## src/rtl/mem_arbiter.sv

```systemverilog
// Round-robin arbiter sharing one block-wide memory between the icache (read-only)
// and the dcache (read/write); serialises block transfers and returns read blocks.
`timescale 1ns/1ps
module mem_arbiter #(
  parameter int unsigned ADDR_W  = 6,
  parameter int unsigned BLOCK_W = 128
) (
  input  logic               clk,
  input  logic               reset,
  input  logic               i_read,
  input  logic [ADDR_W-1:0]  i_address,
  output logic [BLOCK_W-1:0] i_readdata,
  output logic               i_busywait,
  input  logic               d_read,
  input  logic               d_write,
  input  logic [ADDR_W-1:0]  d_address,
  input  logic [BLOCK_W-1:0] d_writedata,
  output logic [BLOCK_W-1:0] d_readdata,
  output logic               d_busywait,
  output logic               mem_read,
  output logic               mem_write,
  output logic [ADDR_W-1:0]  mem_address,
  output logic [BLOCK_W-1:0] mem_writedata,
  input  logic [BLOCK_W-1:0] mem_readdata,
  input  logic               mem_busywait
);

  localparam logic [1:0] S_IDLE    = 2'd0;
  localparam logic [1:0] S_BUSY    = 2'd1;
  localparam logic [1:0] S_RELEASE = 2'd2;

  localparam logic GRANT_I = 1'b0;
  localparam logic GRANT_D = 1'b1;

  logic [1:0]         r_state;
  logic [1:0]         w_next_state;
  logic               r_first;
  logic               r_grant;
  logic               r_last_grant;
  logic [BLOCK_W-1:0] r_i_readdata;
  logic [BLOCK_W-1:0] r_d_readdata;
  logic               r_mem_read;
  logic               r_mem_write;
  logic [ADDR_W-1:0]  r_mem_address;
  logic [BLOCK_W-1:0] r_mem_writedata;

  logic w_i_req;
  logic w_d_req;
  logic w_pick_d;
  logic w_start;
  logic w_done;

  assign w_i_req = i_read;
  assign w_d_req = d_read | d_write;

  // On a tie the port that did not win last time is served.
  assign w_pick_d = w_d_req & (~w_i_req | (r_last_grant == GRANT_I));
  assign w_start  = (r_state == S_IDLE) & (w_i_req | w_d_req);
  // The memory's busywait is not yet valid in the first BUSY cycle.
  assign w_done   = (r_state == S_BUSY) & ~r_first & ~mem_busywait;

  always_comb begin
    w_next_state = r_state;
    case (r_state)
      S_IDLE:    if (w_start) w_next_state = S_BUSY;
      S_BUSY:    if (w_done)  w_next_state = S_RELEASE;
      S_RELEASE: w_next_state = S_IDLE;
      default:   w_next_state = S_IDLE;
    endcase
  end

  always_ff @(posedge clk) begin
    if (reset) begin
      r_state         <= S_IDLE;
      r_first         <= 1'b0;
      r_grant         <= GRANT_I;
      r_last_grant    <= GRANT_D;
      r_i_readdata    <= '0;
      r_d_readdata    <= '0;
      r_mem_read      <= 1'b0;
      r_mem_write     <= 1'b0;
      r_mem_address   <= '0;
      r_mem_writedata <= '0;
    end else begin
      r_state <= w_next_state;
      r_first <= w_start;
      if (w_start) begin
        r_grant       <= w_pick_d;
        r_mem_address <= w_pick_d ? d_address : i_address;
        // A simultaneous dcache read+write is treated as a write-back.
        r_mem_write   <= w_pick_d & d_write;
        r_mem_read    <= ~w_pick_d | ~d_write;
        if (w_pick_d) r_mem_writedata <= d_writedata;
      end
      if (w_done) begin
        r_mem_read   <= 1'b0;
        r_mem_write  <= 1'b0;
        r_last_grant <= r_grant;
        if (r_mem_read) begin
          if (r_grant == GRANT_D) r_d_readdata <= mem_readdata;
          else                    r_i_readdata <= mem_readdata;
        end
      end
    end
  end

  assign i_busywait    = w_i_req & ~((r_state == S_RELEASE) & (r_grant == GRANT_I));
  assign d_busywait    = w_d_req & ~((r_state == S_RELEASE) & (r_grant == GRANT_D));
  assign i_readdata    = r_i_readdata;
  assign d_readdata    = r_d_readdata;
  assign mem_read      = r_mem_read;
  assign mem_write     = r_mem_write;
  assign mem_address   = r_mem_address;
  assign mem_writedata = r_mem_writedata;

endmodule

```

## config.mk

```make
export PLATFORM = sky130hd
export DESIGN_NAME = mem_arbiter
export DESIGN_NICKNAME = d
export VERILOG_FILES = /design/src/rtl/mem_arbiter.sv
export SDC_FILE = /design/constraint.sdc
export NUM_CORES = 1
export LEC_CHECK = 0
export CAP_MARGIN = 10
export CORE_AREA = 2 2 262 264
export CTS_CLUSTER_DIAMETER = 100
export DETAILED_ROUTE_END_ITERATION = 8
export DIE_AREA = 0 0 264 266
export SLEW_MARGIN = 20
export SYNTH_ARGS = -nofsm -noshare
export SYNTH_HDL_FRONTEND = slang
export SYNTH_SLANG_ARGS = --single-unit
export TNS_END_PERCENT = 50
```

## constraint.sdc

```tcl
create_clock -name clk -period 2.24 [get_ports clk]
set_input_delay 0.336 -clock clk [delete_from_list [all_inputs] [get_ports clk]]
set_output_delay 0.336 -clock clk [all_outputs]
set_load 0.05 [all_outputs]
```

* Yosys cells after proc, flatten, opt, wreduce, memory -nomap -nowiden
Index checks and enable logic that the tools add are counted.
** Storage, ports and cells
- Bits in registers :: 397
- Bits in latches :: 0
- Bits in writable memories :: 0
- Memory bits (read-only) :: 0
- Logic and storage cells :: 46
- Memories :: 0
** Operators by class
- Add/subtract/negate cells :: 0
- $mul :: 0
- Divide/modulo/power cells :: 0
- Order comparisons :: 0
- Equal/unequal tests :: 4
- Shifts and indexed selects :: 0
- Muxes and demuxes :: 4
- Bitwise operators :: 22
- Reductions and logical operators :: 6
** Operators with widths (number)
- $and A1 B1 Y1 :: 9
- $not A1 Y1 :: 9
- $mux W6 :: 1
- $reduce_and A3 Y1 :: 2
- $mux W2 :: 2
- $ne A2 B2 Y1 const B :: 2
- $or A1 B1 Y1 :: 4
- $pmux W2 S2 :: 1
- $reduce_and A2 Y1 :: 2
- $eq A2 B1 Y1 const B :: 1
- $eq A2 B2 Y1 const B :: 1
- $logic_not A2 Y1 :: 1
- $reduce_or A2 Y1 :: 1

* Logic depth before layout (Yosys ltp)
- Depth in word-level cells :: 5
- Gate-level depth with buffers :: 6
- Gate-level depth less buffers :: 3

* Worst setup path before layout
No wires, ideal clock.
- Path kind :: register to register
- Start point :: reg r_state[1]
- End point :: reg r_i_readdata[72], in the netlist i_readdata[72]
- Setup time :: 69 ps
- Arrival time :: 1546 ps
- Required time :: 2171 ps
- Setup slack :: 625 ps
- Cell stages (with the launch flop) :: 6
- Path through :: dfxtp_1 > or4b_4 > or2_1 > buf_4 > buf_6 > o21ai_1
** Between the ends
- Cells in the longest elaborated chain, start to end :: 4
** RTL lines
- start: declaration :: RTL line 35 : logic [1:0] r_state;
- start signal: assignment :: RTL line 85 : r_state <= w_next_state;
- $eq A2 B1 Y1 :: RTL line 60 : assign w_done = (r_state == S_BUSY) & ~r_first & ~mem_busywait;
- $and A1 B1 Y1 (2 in series) :: RTL line 60
- $reduce_and A3 Y1 (no source line)
- end signal: assignment :: RTL line 101 : else r_i_readdata <= mem_readdata;
- end: declaration :: RTL line 40 : logic [BLOCK_W-1:0] r_i_readdata;
No other way between the ends.
A chain may end at the register's enable or synchronous reset.

* Worst setup path in the final report
- Start point :: reg r_mem_writedata[74], in the netlist mem_writedata[74]
- End point :: out mem_writedata[74]
** RTL lines
- start: declaration :: RTL line 45 : logic [BLOCK_W-1:0] r_mem_writedata;
- start signal: assignment :: RTL line 93 : if (w_pick_d) r_mem_writedata <= d_writedata;
- end: declaration :: RTL line 23 : output logic [BLOCK_W-1:0] mem_writedata,
No word-level cell between the ends.

==> results.json <==
{
  "status": "finished clean",
  "coreArea_mm2": 0.0677,
  "ys_types": 32,
  "num_vias": 15100,
  "worst_slew_pin_slew_ns": 0.690,
  "htree_levels": 2,
  "worst_hold_path_type": "in2reg",
  "grt_overflow_total": 0,
  "slew_violations": 0,
  "synth-edff-count": 0,
  "viasPerCell": 4.61,
  "regArea_mm2": 0.00795,
  "final_common_cell": "clkdlybuf4s50_1",
  "grt_usage_pct": 16.7,
  "relSlewSlack_pct": 53.9,
  "io_pins": 668,
  "ir_drop_uv": 593,
  "maxCapViolations": 0,
  "cts_setup_buffers": 0,
  "cp.required_ns": 1.90,
  "synth_top_family_by_area": "simple AND/OR/NAND/NOR gates",
  "synth_area_mm2": 0.0159,
  "yosysSeqAreaShare_pct": 49.8,
  "synthXorXnorAreaFrac_pct": 0,
  "gp_congestion": 0.837,
  "grt_pass1_vias": 15100,
  "fin_skew_ns": 0.0195,
  "cts_buffers": 45,
  "path_class": "reg2out",
  "io_buffers": 667,
  "n_fill_cell": 6785,
  "fin_setup_tns_ns": 0,
  "yosysWarnings": 0,
  "powerDensity_mw_per_mm2": 717,
  "dp_hpwl_um": 44700,
  "synthCells": 1781,
  "path_depth": 1,
  "ys_ff_latch": 397,
  "rsz0062_at_grt": "no",
  "synth-main-ff-cell": "dfxtp_1",
  "r2r-end": "i_readdata[9]$_SDFFE_PP0P_",
  "hold_buffers": 0,
  "r2r_cells": 4,
  "path_cells": "clkdlybuf4s50_1",
  "dr.first_iter.drc_count": 880,
  "grt_max_degree": 129,
  "worst-path-buf-inv": 1,
  "cp_slowest_cell": "clkdlybuf4s50_1",
  "grt_pass1_wl_um": 91400,
  "synthSimpleGateAreaFrac_pct": 20.1,
  "final_cell_mix": "clkdlybuf4s50_1, dfxtp_1, o21ai_0",
  "layoutNonFillerInstCount": 3288,
  "cts_tree": "built",
  "multiInputGateArea_mm2": 0.00728,
  "synth_mux_area_share_pct": 8.04,
  "placedCellCount": 3210,
  "async_flop_share_pct": 0,
  "max_freq_mhz": 459,
  "clk_latency_ns": 0.56,
  "start_kind": "flip-flop",
  "p_leak_uw": 0.00926,
  "cts.sinks": 397,
  "syn-num-nets": 2055,
  "detail_route.wl_per_cell_um": 18.8,
  "hold_viol_final": 0,
  "setup_viol": 0,
  "die_area_mm2": 0.0702,
  "die_h_um": 266,
  "avgSynthCellArea_um2": 8.95,
  "fin_crit_ns": 2.18,
  "synth_compound_area_share_pct": 17.1,
  "critPathCaptureType": "output port",
  "path_max_fanout": 2,
  "drc": 0,
  "antenna_found_initial": 5,
  "area_growth_pct": 57.1,
  "cp.arrival_ns": 1.84,
  "antenna_left": 0,
  "die_w_um": 264,
  "cts.clk_slew.worst_paths_ns": 0.06,
  "row_count": 96,
  "cp_top_family": "buffers and inverters",
  "cts-root-buf": "clkbuf_16",
  "hold_ws_ns": 0.198,
  "fin_crit_sh_pct": 97.3,
  "r2r_start": "r_state[0]$_SDFFE_PP0P_",
  "cts-resized-gates": 1,
  "initial_core_util_pct": 23.5,
  "r2r_slack_ns": 0.37,
  "nets": 2649,
  "firstDrtPassIters": 5,
  "cts.path.max_buffers": 3,
  "yosys.area_share.adder_pct": 0,
  "drive_gt1_share_pct": 6.33,
  "drt_wl_total_um": 62000,
  "crit_end": "mem_writedata[74]",
  "crit_path_max_incr_delay_ns": 0.93,
  "critPathLaunch": "mem_writedata[74]$_SDFFE_PP0P_"
}
## cells by family after synthesis
logic type             count (synthesis)
DFF                                  397
AOI/OAI and AO/OA                    535
and+or+nand+nor                      545
muxes                                128
buffers and inverters                176
## final cells by class
| class | instances | area share (%) |
|---|---|---|
| antenna | 3 | 0.0300 |
| clock buffer | 66 | 5.09 |
| clock inverter | 9 | 0.594 |
| inverter | 2 | 0.0300 |
| multi-input combinational | 1208 | 29.1 |
| sequential | 397 | 31.7 |
| tap | 882 | 4.40 |
| timing repair buffer | 721 | 29.1 |
## power by group
part	internal, uW	switching (uW)
Sequential	7310	136
Combinational	1210	1980
Clock	4370	2950
Total	12900	5070
## synthesized netlist by cell type, types with 2 or more instances
cell        n  area [um2]
nor2b_1   128         801
mux2i_1   128        1280
nand2_1    16        60.1
o21ai_1   128         641
inv_1       2        7.51
o21ai_0   258        1290
a21oi_1   136         681
buf_4       3        22.5
dfxtp_1   397        7950
nor2_1      6        22.5
a311oi_1    6        52.6
buf_2      12        60.1
nand2b_1  257        1610
nand3_1   130         651
clkbuf_1  140         526
buf_6      13         146
buf_1       6        22.5
## metal layers
layer	vias up	GRT usage (%)	routed length [um]
met2	634	28.5	29700
met5	-	0	26
met3	110	5.98	5770
met1	7130	18.5	23600
met4	4	7.72	2880
li1	7270	-	-
## worst min path at each step
stage,start,to,slack (ns),cells past startpoint
CTS,reset,mem_writedata[6]$_SDFFE_PP0P_,0.18,2
floorplan,r_last_grant$_SDFFE_PP1P_,r_last_grant$_SDFFE_PP1P_,0.46,2
finish,reset,mem_writedata[6]$_SDFFE_PP0P_,0.20,2
detailed placement,mem_writedata[120]$_SDFFE_PP0P_,mem_writedata[120]$_SDFFE_PP0P_,0.47,2
global placement,d_readdata[117]$_SDFFE_PP0P_,d_readdata[117]$_SDFFE_PP0P_,0.46,2
global route,reset,mem_writedata[6]$_SDFFE_PP0P_,0.22,2
## through the flow
step	instance area [um2]	setup WS, ns	utilization, %	power [uW]
final	25100	0.0601	37.0	18000
after CTS	25000	0.0339	37.0	18200
after detailed placement	23600	0.0362	34.9	10800
after floorplan	15900	0.625	-	9330
after global routing	25100	0.0312	37.0	18600
after global placement	23600	0.0640	34.9	10800
## registers in the layout (all words and copies together) (netlist names)
register,count
i_readdata,128
mem_writedata,128
mem_read,1
r_grant,1
r_state,2
r_last_grant,1
mem_address,6
mem_write,1
r_first,1
d_readdata,128
Power figures use the tool's default switching activity.
